**config.mk**
```make
export PLATFORM = sky130hd
export DESIGN_NAME = axis_fifo_v3_flat
export DESIGN_NICKNAME = d
export VERILOG_FILES = /design/src/rtl/axis_fifo_v3_if.sv /design/src/rtl/axis_fifo_v3.sv /design/src/flat_wrapper.sv
export SDC_FILE = /design/constraint.sdc
export NUM_CORES = 1
export LEC_CHECK = 0
export CORE_MARGIN = 4
export CORE_UTILIZATION = 50
export DETAILED_ROUTE_END_ITERATION = 6
export PLACE_DENSITY_LB_ADDON = 0.2
export SKIP_LAST_GASP = 1
export SYNTH_ARGS = -nofsm -noshare
export SYNTH_HDL_FRONTEND = slang
export SYNTH_SLANG_ARGS = --single-unit
```
**constraint.sdc**
```tcl
create_clock -name aclk -period 4.05 [get_ports aclk]
set_input_delay 1.0125 -clock aclk [delete_from_list [all_inputs] [get_ports aclk]]
set_output_delay 1.0125 -clock aclk [all_outputs]
set_load 0.02 [all_outputs]
```
**src/rtl/axis_fifo_v3_if.sv**
```systemverilog
// AXI4-Stream beat bundle shared by the producer and consumer sides of axis_fifo_v3.
interface axis_fifo_v3_if #(
  parameter int unsigned DATA_WIDTH = 8,
  parameter int unsigned KEEP_WIDTH = DATA_WIDTH/8
);
  logic                  tvalid;
  logic                  tready;
  logic [DATA_WIDTH-1:0] tdata;
  logic [KEEP_WIDTH-1:0] tkeep;
  logic                  tlast;

  modport master (
    output tvalid, tdata, tkeep, tlast,
    input  tready
  );

  modport slave (
    input  tvalid, tdata, tkeep, tlast,
    output tready
  );
endinterface

```
**src/rtl/axis_fifo_v3.sv**
```systemverilog
// Single-clock AXI4-Stream FIFO with first-word fall-through, optional store-and-forward
// packet mode (cut-through fallback for oversize packets) and fill/packet-count status.
module axis_fifo_v3 #(
  parameter int unsigned DATA_WIDTH  = 8,
  parameter int unsigned KEEP_WIDTH  = DATA_WIDTH/8,
  parameter int unsigned DEPTH       = 16,
  parameter bit          PACKET_MODE = 1'b0
) (
  input  logic                   aclk,
  input  logic                   aresetn,
  axis_fifo_v3_if.slave          s_axis,
  axis_fifo_v3_if.master         m_axis,
  output logic [$clog2(DEPTH):0] fill_level,
  output logic [$clog2(DEPTH):0] pkt_count
);

  localparam int unsigned AW = $clog2(DEPTH);
  localparam int unsigned EW = DATA_WIDTH + KEEP_WIDTH + 1;
  localparam logic [AW:0] ONE = {{AW{1'b0}}, 1'b1};

  typedef enum logic {
    ST_HEAD,
    ST_DRAIN
  } drain_state_e;

  logic [EW-1:0] mem [DEPTH];
  logic [EW-1:0] head;
  logic [AW:0]   wr_ptr;
  logic [AW:0]   rd_ptr;
  logic          ready_en;
  logic          full;
  logic          empty;
  logic          wr_en;
  logic          rd_en;
  logic          pkt_inc;
  logic          pkt_dec;
  logic          m_valid;
  drain_state_e  state;
  drain_state_e  state_nxt;

  assign full  = (wr_ptr[AW-1:0] == rd_ptr[AW-1:0]) && (wr_ptr[AW] != rd_ptr[AW]);
  assign empty = (wr_ptr == rd_ptr);

  // ready_en keeps tready low during reset and for the release edge itself
  assign s_axis.tready = ready_en & ~full;
  assign wr_en         = s_axis.tvalid & s_axis.tready;
  assign rd_en         = m_valid & m_axis.tready;

  assign head          = mem[rd_ptr[AW-1:0]];
  assign m_axis.tdata  = head[EW-1 -: DATA_WIDTH];
  assign m_axis.tkeep  = head[KEEP_WIDTH:1];
  assign m_axis.tlast  = head[0];
  assign m_axis.tvalid = m_valid;

  assign pkt_inc = wr_en & s_axis.tlast;
  assign pkt_dec = rd_en & m_axis.tlast & (pkt_count != '0);

  always_ff @(posedge aclk) begin
    if (wr_en) begin
      mem[wr_ptr[AW-1:0]] <= {s_axis.tdata, s_axis.tkeep, s_axis.tlast};
    end
  end

  always_ff @(posedge aclk or negedge aresetn) begin
    if (!aresetn) begin
      ready_en   <= 1'b0;
      wr_ptr     <= '0;
      rd_ptr     <= '0;
      fill_level <= '0;
      pkt_count  <= '0;
    end else begin
      ready_en <= 1'b1;
      if (wr_en) begin
        wr_ptr <= wr_ptr + ONE;
      end
      if (rd_en) begin
        rd_ptr <= rd_ptr + ONE;
      end
      if (wr_en && !rd_en) begin
        fill_level <= fill_level + ONE;
      end else if (rd_en && !wr_en) begin
        fill_level <= fill_level - ONE;
      end
      if (pkt_inc && !pkt_dec) begin
        pkt_count <= pkt_count + ONE;
      end else if (pkt_dec && !pkt_inc) begin
        pkt_count <= pkt_count - ONE;
      end
    end
  end

  always_ff @(posedge aclk or negedge aresetn) begin
    if (!aresetn) begin
      state <= ST_HEAD;
    end else begin
      state <= state_nxt;
    end
  end

  // ST_DRAIN: a packet has begun leaving, so its remaining beats go out as stored
  always_comb begin
    state_nxt = state;
    m_valid   = ~empty;
    if (PACKET_MODE) begin
      m_valid = ~empty & ((pkt_count != '0) | full | (state == ST_DRAIN));
      if (rd_en) begin
        state_nxt = m_axis.tlast ? ST_HEAD : ST_DRAIN;
      end
    end
  end

endmodule
```
**src/flat_wrapper.sv**
```systemverilog
// flat-port wrapper written by rule: the top's interface ports become plain ports
module axis_fifo_v3_flat 
#(
  parameter int unsigned DATA_WIDTH  = 8,
  parameter int unsigned KEEP_WIDTH  = DATA_WIDTH/8,
  parameter int unsigned DEPTH       = 16,
  parameter bit          PACKET_MODE = 1'b0
)
  (aclk, aresetn, fill_level, pkt_count, s_axis_tvalid, s_axis_tdata, s_axis_tkeep, s_axis_tlast, s_axis_tready, m_axis_tvalid, m_axis_tdata, m_axis_tkeep, m_axis_tlast, m_axis_tready);
  axis_fifo_v3_if #(.DATA_WIDTH(DATA_WIDTH), .KEEP_WIDTH(KEEP_WIDTH)) s_axis_i ();
  axis_fifo_v3_if #(.DATA_WIDTH(DATA_WIDTH), .KEEP_WIDTH(KEEP_WIDTH)) m_axis_i ();
  input  logic aclk;
  input  logic aresetn;
  output logic [$clog2(DEPTH):0] fill_level;
  output logic [$clog2(DEPTH):0] pkt_count;
  input wire logic [$bits(s_axis_i.tvalid)-1:0] s_axis_tvalid;
  input wire logic [$bits(s_axis_i.tdata)-1:0] s_axis_tdata;
  input wire logic [$bits(s_axis_i.tkeep)-1:0] s_axis_tkeep;
  input wire logic [$bits(s_axis_i.tlast)-1:0] s_axis_tlast;
  output wire logic [$bits(s_axis_i.tready)-1:0] s_axis_tready;
  output wire logic [$bits(m_axis_i.tvalid)-1:0] m_axis_tvalid;
  output wire logic [$bits(m_axis_i.tdata)-1:0] m_axis_tdata;
  output wire logic [$bits(m_axis_i.tkeep)-1:0] m_axis_tkeep;
  output wire logic [$bits(m_axis_i.tlast)-1:0] m_axis_tlast;
  input wire logic [$bits(m_axis_i.tready)-1:0] m_axis_tready;
  assign s_axis_i.tvalid = s_axis_tvalid;
  assign s_axis_i.tdata = s_axis_tdata;
  assign s_axis_i.tkeep = s_axis_tkeep;
  assign s_axis_i.tlast = s_axis_tlast;
  assign s_axis_tready = s_axis_i.tready;
  assign m_axis_tvalid = m_axis_i.tvalid;
  assign m_axis_tdata = m_axis_i.tdata;
  assign m_axis_tkeep = m_axis_i.tkeep;
  assign m_axis_tlast = m_axis_i.tlast;
  assign m_axis_i.tready = m_axis_tready;
  axis_fifo_v3 #(.DATA_WIDTH(DATA_WIDTH), .KEEP_WIDTH(KEEP_WIDTH), .DEPTH(DEPTH), .PACKET_MODE(PACKET_MODE)) u_core (.aclk(aclk), .aresetn(aresetn), .s_axis(s_axis_i), .m_axis(m_axis_i), .fill_level(fill_level), .pkt_count(pkt_count));
endmodule
```
# Word-level counts from Yosys, hierarchy flattened
# Memory sizes are Yosys's and may differ from the RTL's.
# Index checks and enable logic that the tools add are counted.
[op_classes]
n_bitwise = 8
n_mux = 6
eq_ne = 3
addsub = 6
n_reduce_logical = 12
[ops]
columns = ["cell", "n"]
rows = [
  ["adder 5 x 1 -> 5 bit (second input constant)", 4],
  ["two-way mux 5 bit", 4],
  ["subtractor 5 x 1 -> 5 bit (second input constant)", 2],
  ["AND 1 bit", 6],
  ["equality test 5 bit", 1],
  ["logical AND 1 bit", 5],
  ["nonzero test 5 bit", 1],
  ["equality test 4 bit", 1],
  ["zero test 1 bit", 4],
  ["nonzero test 2 bit", 2],
  ["two-way mux 1 bit", 2],
  ["NOT 1 bit", 2],
  ["inequality test 1 bit", 1],
]
[word_totals]
out_inout_bits = 22
mem_bits_rw = 160
elab_cells = 41
regBits = 21
n_memories = 1
inputBits = 14
[mem_list]
columns = ["name", "depth", "word_bits", "rd", "rd_clocked_by_memory_dff", "wr", "line_no", "rtl"]
rows = [
  ["u_core.mem", 16, 10, 1, 0, 1, "axis_fifo_v3.sv:26", "logic [EW-1:0] mem [DEPTH];"],
]

# Longest topological paths before layout
[logic_depth]
ltp_word = 10
depth_mapped = 13
ltp_nobuf = 12

# Least setup slack after synthesis
# No wires, ideal clock.
[synth_path]
path_type = "register to register"
startpoint = "register u_core.rd_ptr[0]"
endpoint = "register u_core.pkt_count[4]"
setup_ps = 80
synth_period_minus_slack_ps = 3046
t_required_ps = 3970
slack_ps = 1004
path_buffers = 2
path_stages_with_launch = 14
arrival_time_ps = 2966
cell_sequence = "dfrtp_1 -> buf_6 -> buf_12 -> mux4_1 -> mux2i_1 -> mux2i_1 -> o2111ai_1 -> ha_1 -> inv_1 -> fa_1 -> a21o_1 -> a21oi_1 -> mux2i_1 -> xnor2_1"
[synth_between]
elab_cells_between_ends = 18
cone_classes = "2 x eq/ne; 1 x mux; 8 x bitwise; 6 x reduce/logical; 1 x memory"
[synth_lines]
columns = ["element", "line_no", "rtl"]
rows = [
  ["start: declaration", "axis_fifo_v3.sv:29", "logic [AW:0] rd_ptr;"],
  ["start signal: assignment", "axis_fifo_v3.sv:77", "rd_ptr <= rd_ptr + ONE;"],
  ["memory (16 x 10 bit) (*)", "n/a", ""],
  ["net m_axis_tlast", "flat_wrapper.sv:24", "output wire logic [$bits(m_axis_i.tlast)-1:0] m_axis_tlast;"],
  ["AND 1 bit (*) (2 in a row)", "axis_fifo_v3.sv:56", "assign pkt_dec = rd_en & m_axis.tlast & (pkt_count != '0);"],
  ["zero test 1 bit", "axis_fifo_v3.sv:84", "if (pkt_inc && !pkt_dec) begin"],
  ["logical AND 1 bit", "axis_fifo_v3.sv:84", ""],
  ["two-way mux 5 bit / nonzero test 2 bit (equally long branches)", "n/a", ""],
  ["end signal: assignment", "axis_fifo_v3.sv:85", "pkt_count <= pkt_count + ONE;"],
  ["end signal: assignment", "axis_fifo_v3.sv:87", "pkt_count <= pkt_count - ONE;"],
  ["end: declaration", "axis_fifo_v3.sv:14", "output logic [$clog2(DEPTH):0] pkt_count"],
]
# The timed path passes the listed nets; every way through them passes the cells marked *.
# A chain may end at the register's enable or synchronous reset.

# Worst setup path after layout
[layout_path]
startpoint = "register u_core.rd_ptr[0]"
endpoint = "output port m_axis_tkeep"
[layout_between]
elab_chain_len = 1
[layout_lines]
columns = ["element", "line_no", "rtl"]
rows = [
  ["memory (16 x 10 bit)", "n/a", ""],
  ["end: declaration", "flat_wrapper.sv:23", "output wire logic [$bits(m_axis_i.tkeep)-1:0] m_axis_tkeep;"],
]
# Every way passes these cells.

==> impl_table.tex <==
\begin{tabular}{lr}
\hline
Metric & Value \\
\hline
\multicolumn{2}{l}{\textbf{Timing}} \\
\quad Fin crit share & 0.961 \\
\quad Slew @ Worst Pin & around 1 ns \\
\quad Setup repair after global routing missed its margin & no \\
\quad Worst clock skew & roughly 0.0093 ns \\
\quad Period minus WS final & just under 4 ns \\
\quad Relative max-transition margin & 0.345 \\
\quad Number of slew-limit violations in the final report & 0 \\
\quad Final hold violations & 0 \\
\quad Setup TNS & 0 ns \\
\quad Number of failing setup endpoints in the final timing report & 0 \\
\quad Achievable frequency & 0.257 GHz \\
\quad Post-route worst setup slack & 0.159 ns \\
\multicolumn{2}{l}{\textbf{Drt}} \\
\quad Post-route DRC & 0 \\
\quad Antenna violation net count after detailed routing & 0 \\
\quad First-pass iteration count of the detailed router & 4 \\
\quad Total wire length after detailed routing & about 14 mm \\
\quad Wire length per cell & roughly 22 um \\
\quad Vias & roughly 3,700 \\
\quad Violation count after the first detailed-route iteration & about 290 \\
\quad Vias per cell & 5.75 \\
\multicolumn{2}{l}{\textbf{Die}} \\
\quad Height of the die & 131 um \\
\quad Number of top-level pins & 36 \\
\quad Starting density of the core & 0.518 \\
\quad Overall die area & about 17,000 sq um \\
\quad CORE AREA & about 15,000 sq um \\
\quad Die W & around 130 um \\
\quad Number of core rows & 44 \\
\multicolumn{2}{l}{\textbf{Setup path}} \\
\quad Required time reported for the critical path endpoint & 3.04 ns \\
\quad Combined buffer and inverter count along the critical path & 1 \\
\quad Launch instance of the worst register-to-register path & u\_core.rd\_ptr[0] \\
\quad List of cells traversed by the critical path & mux4\_1 > nor2b\_1 > a211oi\_1 > a21oi\_1 > clkdlybuf4s50\_1 \\
\quad Maximum fanout encountered on the critical timing path & 11 \\
\quad Cell at the slowest stage of the critical path & mux4\_1 \\
\quad Sort of element at the end of the critical path & primary output \\
\quad Highest cell delay on the worst timing path & roughly 0.6 ns \\
\quad Setup crit start kind & flop \\
\quad Worst EP arrival & between 2 and 3 ns \\
\quad Category of the critical setup timing path & flop to primary output \\
\quad Category of cells accounting for the largest share of critical-path delay & multiplexers \\
\quad Launch point of the critical path & u\_core.rd\_ptr[0] \\
\multicolumn{2}{l}{\textbf{GRT}} \\
\quad Overflow left after global routing & 0 \\
\quad Initial antenna violation count & 0 \\
\quad Overall fraction of global-route tracks in use & 0.174 \\
\quad Vias in the first global route & 3,891 \\
\quad Wire length of the first global-routing pass & 22.6 mm \\
\quad Largest net degree at the start of global routing & 25 \\
\multicolumn{2}{l}{\textbf{Clocking}} \\
\quad Clk sink count & about 180 \\
\quad TritonCTS buffer count & 17 \\
\quad Post-CTS repair timing setup buffer count & 0 \\
\quad Clock Root Buffer & clkbuf\_16 \\
\quad H-tree depth & 4 \\
\quad Clock slew at reported path FFs & 0.07 ns \\
\quad Clock insertion delay at the later pin of the skew report & about 0.42 ns \\
\quad Maximum clock insertion buffer count & 2 \\
\quad TritonCTS clock tree & built \\
\multicolumn{2}{l}{\textbf{Placement}} \\
\quad Post-detailed-placement half-perimeter wirelength & $\sim$9.2 mm \\
\quad Worst setup slack after placement & between 0.3 and 0.4 ns \\
\quad Placer Congestion & $\sim$0.77 \\
\quad Port Buffer Count & 35 \\
\multicolumn{2}{l}{\textbf{Synthesis}} \\
\quad Post-synth net total & between 400 and 500 \\
\quad Count of unique library cells instantiated by Yosys & 40 \\
\quad Mapped Area & 7610 sq um \\
\quad Fraction of registers with async set or reset after synthesis & 0.116 \\
\quad Predominant post-synthesis flop cell & edfxtp\_1 \\
\quad Count of warnings emitted by yosys & 0 \\
\quad Sequential cell area fraction in the yosys report & 0.700 \\
\quad Average instance area after synthesis & just under 20 sq um \\
\quad Number of flops mapped to enable cells by yosys & between 150 and 200 \\
\quad Flip-flop and latch count after synthesis & between 150 and 200 \\
\quad Cells after synthesis & 394 \\
\multicolumn{2}{l}{\textbf{Status}} \\
\quad Run status & completed \\
\multicolumn{2}{l}{\textbf{Final layout}} \\
\quad Most frequent cells in the layout & edfxtp\_1 (160), clkdlybuf4s50\_1 (35), buf\_4 (22) \\
\quad Fraction of final layout cells sized beyond drive strength 1 & 0.184 \\
\quad Count of inserted antenna diode cells & 0 \\
\quad Count of filler cells inserted in the layout & about 1,100 \\
\quad Area Growth Syn to Fin & 15.5\% \\
\quad Most common cell after layout, fill and taps aside & edfxtp\_1 \\
\quad Layout net count & 477 \\
\multicolumn{2}{l}{\textbf{Pwr}} \\
\quad Leakage dissipation & 3.02 nW \\
\quad Net load switching power & roughly 2.0 mW \\
\quad Power Dens Cells & around 700 nW/um\^{}2 \\
\quad Switching part of the total power & 0.330 \\
\quad Reg power frac & 0.387 \\
\quad Internal cell power & $\sim$4.1 mW \\
\quad Worst vdd rail ir drop & between 0.3 and 0.4 mV \\
\quad Combinational Power Share & 0.374 \\
\quad Clock power share & 0.239 \\
\multicolumn{2}{l}{\textbf{Hold path}} \\
\quad Worst Hold Launch & u\_core.fill\_level[4] \\
\quad Path class of the lowest-slack min-delay path & flop to flop \\
\multicolumn{2}{l}{\textbf{Flow run}} \\
\quad Maximum Capacitance Violations & 0 \\
\hline
\end{tabular}
-- what timing repair did --
item | CTS | global route
setup endpoints to repair | 0 | 2
hold endpoints to repair | 0 | 0
resized for setup | 0 | 1
hold buffers | 0 | 0
-- worst paths after layout --
kind	end	slack (ns)	cells after the start
worst max-delay path	m_axis_tkeep	0.16	5
worst min-delay path	u_core.fill_level[4]	0.50	1
worst max register to register	u_core.pkt_count[4]	0.41	13
worst min register to register	u_core.fill_level[4]	0.50	1
max in group asynchronous	u_core.rd_ptr[0]	2.21	1
min in group asynchronous	u_core.rd_ptr[0]	1.13	1
-- logic make-up after synthesis --
| group | Yosys count | synth area share |
|---|---|---|
| flops | 181 | 0.700 |
| mux | 58 | 0.152 |
| simple gates | 49 | 0.0390 |
| compound gates | 40 | 0.0342 |
| buf+inv | 28 | 0.0219 |
| xor+xnor | 22 | 0.0253 |
| fa+ha+maj | 15 | 0.0266 |
| other cells | 1 | 0.000493 |
-- through the flow --
stage / area (sq um) / util / hold WS, ns / std cells / power (mW)
after global routing: 8790 / 0.598 / 0.519 / 645 / 6.50
after floorplan: 7610 / - / 0.498 / 394 / 4.02
final: 8790 / 0.598 / 0.498 / 645 / 6.18
after global placement: 8250 / 0.562 / 0.483 / 613 / 4.71
after CTS: 8790 / 0.598 / 0.497 / 645 / 6.23
after detailed placement: 8250 / 0.562 / 0.487 / 613 / 4.76
-- flip-flops by register name, summed over array words and instances (netlist names) --
| register | count |
|---|---|
| u_core.ready_en | 1 |
| u_core.fill_level | 5 |
| u_core.mem | 160 |
| u_core.rd_ptr | 5 |
| u_core.wr_ptr | 5 |
| u_core.pkt_count | 5 |
-- synthesized netlist by cell type (4+ instances only) --
cell	number	area, sq um
and4b_1	5	50.1
dfrtp_1	21	526
ha_1	13	163
mux4_2	21	473
edfxtp_1	160	4800
nor2_1	7	26.3
xnor2_1	17	149
buf_6	4	45.0
nor2b_1	9	56.3
nand3_1	4	20.0
a211oi_1	10	75.1
mux4_1	19	499
nand2_1	9	33.8
o21ai_0	4	20.0
nor4b_1	4	35.0
inv_1	4	15.0
mux2i_1	14	140
buf_2	6	30.0
xor2_1	5	43.8
a21oi_1	14	70.1
a21o_1	4	30.0
clkbuf_1	10	37.5
-- per-layer routing --
layer | vias to the layer above | track usage | wire, um
met5 | - | 0 | 0
met4 | 0 | 0.0566 | 180
met3 | 19 | 0.0356 | 515
met2 | 65 | 0.273 | 6880
met1 | 1918 | 0.249 | 6720
li1 | 1708 | - | -
-- area by class of cell --
class                      count  area [sq um]  share of cell area
sequential                   181          5330               0.607
timing repair buffer          58           536              0.0609
multi-input combinational    185          2140               0.243
clock buffer                  18           429              0.0488
tap                          184           230              0.0262
inverter                       5          18.8             0.00213
clock inverter                14           105              0.0120
-- power groups by stage --
stage / registers [mW] / clock network, mW / logic, mW
3_3_place_gp: 2.42 / 0 / 2.30
4_1_cts: 2.39 / 1.50 / 2.34
3_5_place_dp: 2.43 / 0 / 2.34
5_1_grt: 2.42 / 1.58 / 2.50
6_report: 2.39 / 1.48 / 2.31
2_1_floorplan: 2.42 / 0 / 1.60
Note: power is estimated with default switching activity, not from simulation.
